===== config.mk =====
export PLATFORM = sky130hd
export DESIGN_NAME = hilo_fwd_unit
export DESIGN_NICKNAME = d
export VERILOG_FILES = /design/src/rtl/hilo_fwd_unit.sv
export SDC_FILE = /design/constraint.sdc
export NUM_CORES = 1
export LEC_CHECK = 0
export CORE_MARGIN = 3
export CORE_UTILIZATION = 30
export DETAILED_ROUTE_END_ITERATION = 12
export HOLD_SLACK_MARGIN = 0.02
export PLACE_DENSITY = 0.76
export SETUP_SLACK_MARGIN = 0.05
export SKIP_CTS_REPAIR_TIMING = 1
export SLEW_MARGIN = 40
export SYNTH_ARGS = -nofsm -noshare
export SYNTH_HDL_FRONTEND = slang
export SYNTH_SLANG_ARGS = --single-unit

===== constraint.sdc =====
create_clock -name clk -period 1.56 [get_ports clk]
set_clock_uncertainty 0.15 [all_clocks]
set_input_delay 0.156 -clock clk [delete_from_list [all_inputs] [get_ports clk]]
set_output_delay 0.156 -clock clk [all_outputs]
set_load 0.005 [all_outputs]

===== src/rtl/hilo_fwd_unit.sv =====
`default_nettype none
// ============================================================================
// Module      : hilo_fwd_unit
// Description : HI/LO architectural registers with an N-stage forwarding
//               network into issue, plus a mul/div occupancy tracker that
//               requests a stall when HI/LO is read during a long operation.
//               Optional performance counters are enabled by HILO_PERF_EN.
// Revision    : 1.0 - initial release
// ============================================================================
module hilo_fwd_unit #(
    parameter int DATA_W     = 32,
    parameter int FWD_STAGES = 4,
    parameter int STALL_W    = 6,
    parameter int ISSUE_BIT  = 3,
    parameter int MUL_LAT    = 2,
    parameter int DIV_LAT    = 33
) (
    input  logic                         clk,
    input  logic                         resetn,
    input  logic [STALL_W-1:0]           stall,
    input  logic                         flush,
    input  logic [FWD_STAGES-1:0]        fwd_hi_we,
    input  logic [FWD_STAGES-1:0]        fwd_lo_we,
    input  logic [FWD_STAGES*DATA_W-1:0] fwd_hi_data,
    input  logic [FWD_STAGES*DATA_W-1:0] fwd_lo_data,
    input  logic                         wb_hi_we,
    input  logic                         wb_lo_we,
    input  logic [DATA_W-1:0]            wb_hi_data,
    input  logic [DATA_W-1:0]            wb_lo_data,
    input  logic                         long_start,
    input  logic                         long_is_div,
    input  logic                         rd_hilo,
    output logic [DATA_W-1:0]            hi_o,
    output logic [DATA_W-1:0]            lo_o,
    output logic                         hilo_busy,
    output logic                         stallreq_o
`ifdef HILO_PERF_EN
    ,
    output logic [31:0]                  stall_cycles,
    output logic [31:0]                  long_ops
`endif
);

    localparam int c_MAX_LAT = (MUL_LAT > DIV_LAT) ? MUL_LAT : DIV_LAT;
    localparam int c_CNT_W   = $clog2(c_MAX_LAT + 1);
    localparam logic [c_CNT_W-1:0] c_MUL_LOAD = c_CNT_W'(MUL_LAT);
    localparam logic [c_CNT_W-1:0] c_DIV_LOAD = c_CNT_W'(DIV_LAT);

    logic [DATA_W-1:0]  r_hi;
    logic [DATA_W-1:0]  r_lo;
    logic [DATA_W-1:0]  w_hi_fwd;
    logic [DATA_W-1:0]  w_lo_fwd;
    logic [c_CNT_W-1:0] r_cnt;
    logic               w_issue_stall;
    logic               w_next_stall;

    assign w_issue_stall = stall[ISSUE_BIT];
    assign w_next_stall  = stall[ISSUE_BIT+1];

    // Architectural commit; HI and LO are written independently.
    always_ff @(posedge clk) begin
        if (!resetn) begin
            r_hi <= '0;
            r_lo <= '0;
        end else begin
            if (wb_hi_we) r_hi <= wb_hi_data;
            if (wb_lo_we) r_lo <= wb_lo_data;
        end
    end

    // Walk from oldest to youngest so the lowest enabled index ends up winning.
    always_comb begin
        w_hi_fwd = wb_hi_we ? wb_hi_data : r_hi;
        w_lo_fwd = wb_lo_we ? wb_lo_data : r_lo;
        for (int k = FWD_STAGES - 1; k >= 0; k--) begin
            if (fwd_hi_we[k]) w_hi_fwd = fwd_hi_data[k*DATA_W +: DATA_W];
            if (fwd_lo_we[k]) w_lo_fwd = fwd_lo_data[k*DATA_W +: DATA_W];
        end
    end

    // Issue stalled while the next stage advances -> inject a zero bubble.
    always_ff @(posedge clk) begin
        if (!resetn) begin
            hi_o <= '0;
            lo_o <= '0;
        end else if (w_issue_stall && !w_next_stall) begin
            hi_o <= '0;
            lo_o <= '0;
        end else if (!w_issue_stall) begin
            hi_o <= w_hi_fwd;
            lo_o <= w_lo_fwd;
        end
    end

    // Long-op occupancy runs free of the pipeline stall bus.
    always_ff @(posedge clk) begin
        if (!resetn) begin
            r_cnt <= '0;
        end else if (flush) begin
            r_cnt <= '0;
        end else if (long_start) begin
            r_cnt <= long_is_div ? c_DIV_LOAD : c_MUL_LOAD;
        end else if (r_cnt != '0) begin
            r_cnt <= r_cnt - 1'b1;
        end
    end

    assign hilo_busy  = (r_cnt != '0);
    assign stallreq_o = rd_hilo & hilo_busy;

`ifdef HILO_PERF_EN
    logic [31:0] r_stall_cycles;
    logic [31:0] r_long_ops;

    always_ff @(posedge clk) begin
        if (!resetn) begin
            r_stall_cycles <= '0;
            r_long_ops     <= '0;
        end else begin
            if (stallreq_o && (r_stall_cycles != '1)) r_stall_cycles <= r_stall_cycles + 1'b1;
            if (long_start && !flush)                 r_long_ops     <= r_long_ops + 1'b1;
        end
    end

    assign stall_cycles = r_stall_cycles;
    assign long_ops     = r_long_ops;
`endif

endmodule
`default_nettype wire

==> flow_summary.json <==
{
  "status": "finished, violations left",
  "violations": "negative setup slack",
  "hold_path_depth": 3,
  "pre_cts_slack_ps": -534.4,
  "total_power_w": 0.01021,
  "holdPathEnd": "hi_o[11]",
  "ff2ff_path_depth": 8,
  "vias": 8496,
  "fin_ws_ps": -245.6,
  "dp_cells": 1663,
  "grt_max_degree": 65,
  "seqPwrFrac": 0.366,
  "vdd_drop_max_uv": 526.5,
  "crit_arrival_ps": 1500,
  "setup_viol_count_final": 4,
  "syn_inst": 957,
  "antenna_found_initial": 3,
  "nets": 1713,
  "ys_ff_latch": 134,
  "postSynthNetCount": 1301,
  "grt_use_total": 0.2094,
  "slowest_delay_ps": 330,
  "via_per_inst": 4.986,
  "crit_buf_inv": 2,
  "numCtsBuffers": 17,
  "p_int_w": 0.007471,
  "numClockSinks": 134,
  "num-fill-cells": 2170,
  "drv_slew": 0,
  "slew_headroom": 0.6514,
  "worst-path-max-fanout": 3,
  "min_period_ps": 1806,
  "area_delta_synth_final_pct": 76.67,
  "drtPass1Iterations": 4,
  "cp_cell_sequence": "inv_2 > ha_4 > nor3b_4 > nand2_2 > and2_1 > clkbuf_2",
  "synth_area_per_cell_um2": 7.710,
  "synth_ff_type": "dfxtp_1",
  "port_buffers": 403,
  "wl_per_cell_um": 17.59,
  "grt_pass1_vias": 8356,
  "dr.first_iter.drc_count": 544,
  "slowest_stage": "dfxtp_2",
  "dieArea_um2": 26510,
  "reg2reg_slack_ps": -130,
  "cap_violations": 0,
  "combPwrFrac": 0.253,
  "grt_first_pass_wirelength_um": 43880,
  "cp.required_ps": 1250,
  "ant_nets": 0,
  "async_flop_share": 0,
  "hp-class": "in -> reg",
  "cp-end-kind": "primary output",
  "core-area_um2": 23820,
  "critPathKind": "reg -> out",
  "drc": 0,
  "fp.dieH_um": 162.8,
  "period_share": 1.157,
  "final_area_um2": 13040,
  "die_w_um": 162.8,
  "cp_top_family": "simple AND/OR/NAND/NOR gates",
  "worstReg2RegEnd": "r_cnt[1]",
  "rsz0062_at_grt": "yes",
  "placed_cell_area_um2": 12140,
  "place_congestion": 0.9066,
  "clk_pin_slew_ps": 60,
  "ios": 408,
  "clock_path_buffers": 2,
  "cts_tree": "yes",
  "cts-root-buf": "clkbuf_16",
  "worst_slew_pin_slew_ps": 517.4,
  "rows": 56,
  "dp_hpwl_um": 22640,
  "cts_max_level": 4,
  "clkPwrFrac": 0.382,
  "ys_seq_area_frac": 0.3636,
  "switchingPower_w": 0.002739,
  "max_freq_mhz": 553.8,
  "synth_edf_count": 0,
  "r2r_start": "r_cnt[1]",
  "gr-total-overflow": 0,
  "start_kind": "flop",
  "hold_ws_ps": 19.98,
  "wirelength_um": 29970,
  "hold_viol_final": 0,
  "ys.warnings.count": 0,
  "start_util": 0.3097,
  "syn_area_um2": 7378,
  "switching_share": 0.2683,
  "stdcell_count": 1704,
  "leakagePower_nw": 6.239,
  "clk_latency_ps": 410,
  "layout-drive-gt1-share": 0.1172,
  "synthDistinctLibCells": 37,
  "power.density_nw_per_um2": 783.3,
  "worstHoldStart": "fwd_hi_we[0]"
}
tightest hold or removal path, stage by stage:
cell     delay (ps)
buf_2           190
or4_1           140
a21oi_1          50
cells in the final DEF (no fill, tap or decap), drive strengths merged, types with 2 or more instances in the layout:
cell,synthesis,layout
clkinvlp,0,3
or3b,2,2
xor2,2,2
dfxtp,134,134
or4,26,26
dlygate4sd3,0,2
o22ai,65,65
and2b,7,7
a21oi,132,132
o21a,26,26
clkinv,0,4
nor2b,57,57
clkdlybuf4s50,0,325
and2,27,27
nor3,30,30
mux2i,38,38
diode,0,3
ha,2,2
inv,8,12
buf,29,79
a2111o,36,36
nor3b,3,3
or3,2,2
nand2b,6,6
nor2,65,65
dlymetal6s2s,0,69
clkbuf,56,23
nand2,196,196
o21ai,2,2
a221oi,2,2
metrics by stage:
stage	utilization	TNS, ps
finish	0.5472	-605.5
floorplan	-	0
global placement	0.5097	-23400
detailed placement	0.5097	-26680
CTS	0.5335	-4330
global route	0.5472	-798.6
Yosys cell counts (3+ instances only):
master | instances | share of area
a2111o_1 | 36 | 0.055
a21oi_1 | 132 | 0.090
and2_1 | 23 | 0.020
and2_4 | 4 | 0.0047
and2b_1 | 7 | 0.0071
buf_2 | 21 | 0.014
clkbuf_1 | 54 | 0.027
dfxtp_1 | 134 | 0.36
inv_1 | 8 | 0.0041
mux2i_1 | 38 | 0.052
nand2_1 | 196 | 0.10
nand2b_1 | 5 | 0.0042
nor2_1 | 65 | 0.033
nor2b_1 | 57 | 0.048
nor3_1 | 10 | 0.0068
nor3_2 | 20 | 0.027
nor3b_1 | 3 | 0.0031
o21a_1 | 26 | 0.026
o22ai_1 | 65 | 0.055
or4_1 | 26 | 0.026
layout make-up:
class,instances,area [um^2],area share
timing repair buffer,478,5009,0.3842
sequential,134,2695,0.2068
antenna,3,7.507,0.0005759
clock inverter,12,118.9,0.009119
multi-input combinational,730,4329,0.3321
inverter,8,30.03,0.002304
tap,319,399.1,0.03062
clock buffer,20,446.7,0.03427
registers in the layout, summed over array words and instances (netlist names):
signal  count
hi_o       32
lo_o       32
r_hi       32
r_lo       32
r_cnt       6
metal layers:
metal	vias to the layer above	part of all wire	GRT usage	routed length (um)
met2	364	0.48	0.3607	14490
li1	4180	-	-	-
met3	50	0.087	0.06409	2607
met1	3902	0.40	0.2413	11940
met4	0	0.031	0.08612	933
met5	-	0	0	0
worst max path at each step:
stage / to / slack (ps) / from / depth (start not counted)
after CTS: stallreq_o / -640 / r_cnt[1] / 6
after global placement: hi_o[4] / -430 / fwd_hi_we[2] / 6
after global routing: stallreq_o / -300 / r_cnt[1] / 6
after floorplan: r_cnt[1] / 90 / r_cnt[0] / 6
after detailed placement: hi_o[12] / -530 / fwd_hi_we[1] / 6
final: stallreq_o / -250 / r_cnt[1] / 6
power groups by stage:
| stage | clock [W] | combinational, W | sequential, W |
|---|---|---|---|
| 2_1_floorplan | 0 | 0.000992 | 0.00380 |
| 3_3_place_gp | 0 | 0.00252 | 0.00380 |
| 3_5_place_dp | 0 | 0.00254 | 0.00380 |
| 4_1_cts | 0.00400 | 0.00255 | 0.00373 |
| 5_1_grt | 0.00416 | 0.00278 | 0.00375 |
| 6_report | 0.00390 | 0.00258 | 0.00373 |
cell families (layout without fill, tap and decap cells):
family                     after synthesis  count (layout)  synth area share
AOI/OAI and AO/OA                      263             263            0.2298
other                                    0               3                 0
muxes                                   39              39           0.05308
and+or+nand+nor                        423             423            0.2873
DFF                                    134             134            0.3636
xor gates and xnor gates                 3               3          0.003562
buffers and inverters                   93             518           0.05935
adders and majority gates                2               2          0.003391
Note: power is estimated with default switching activity, not from simulation.
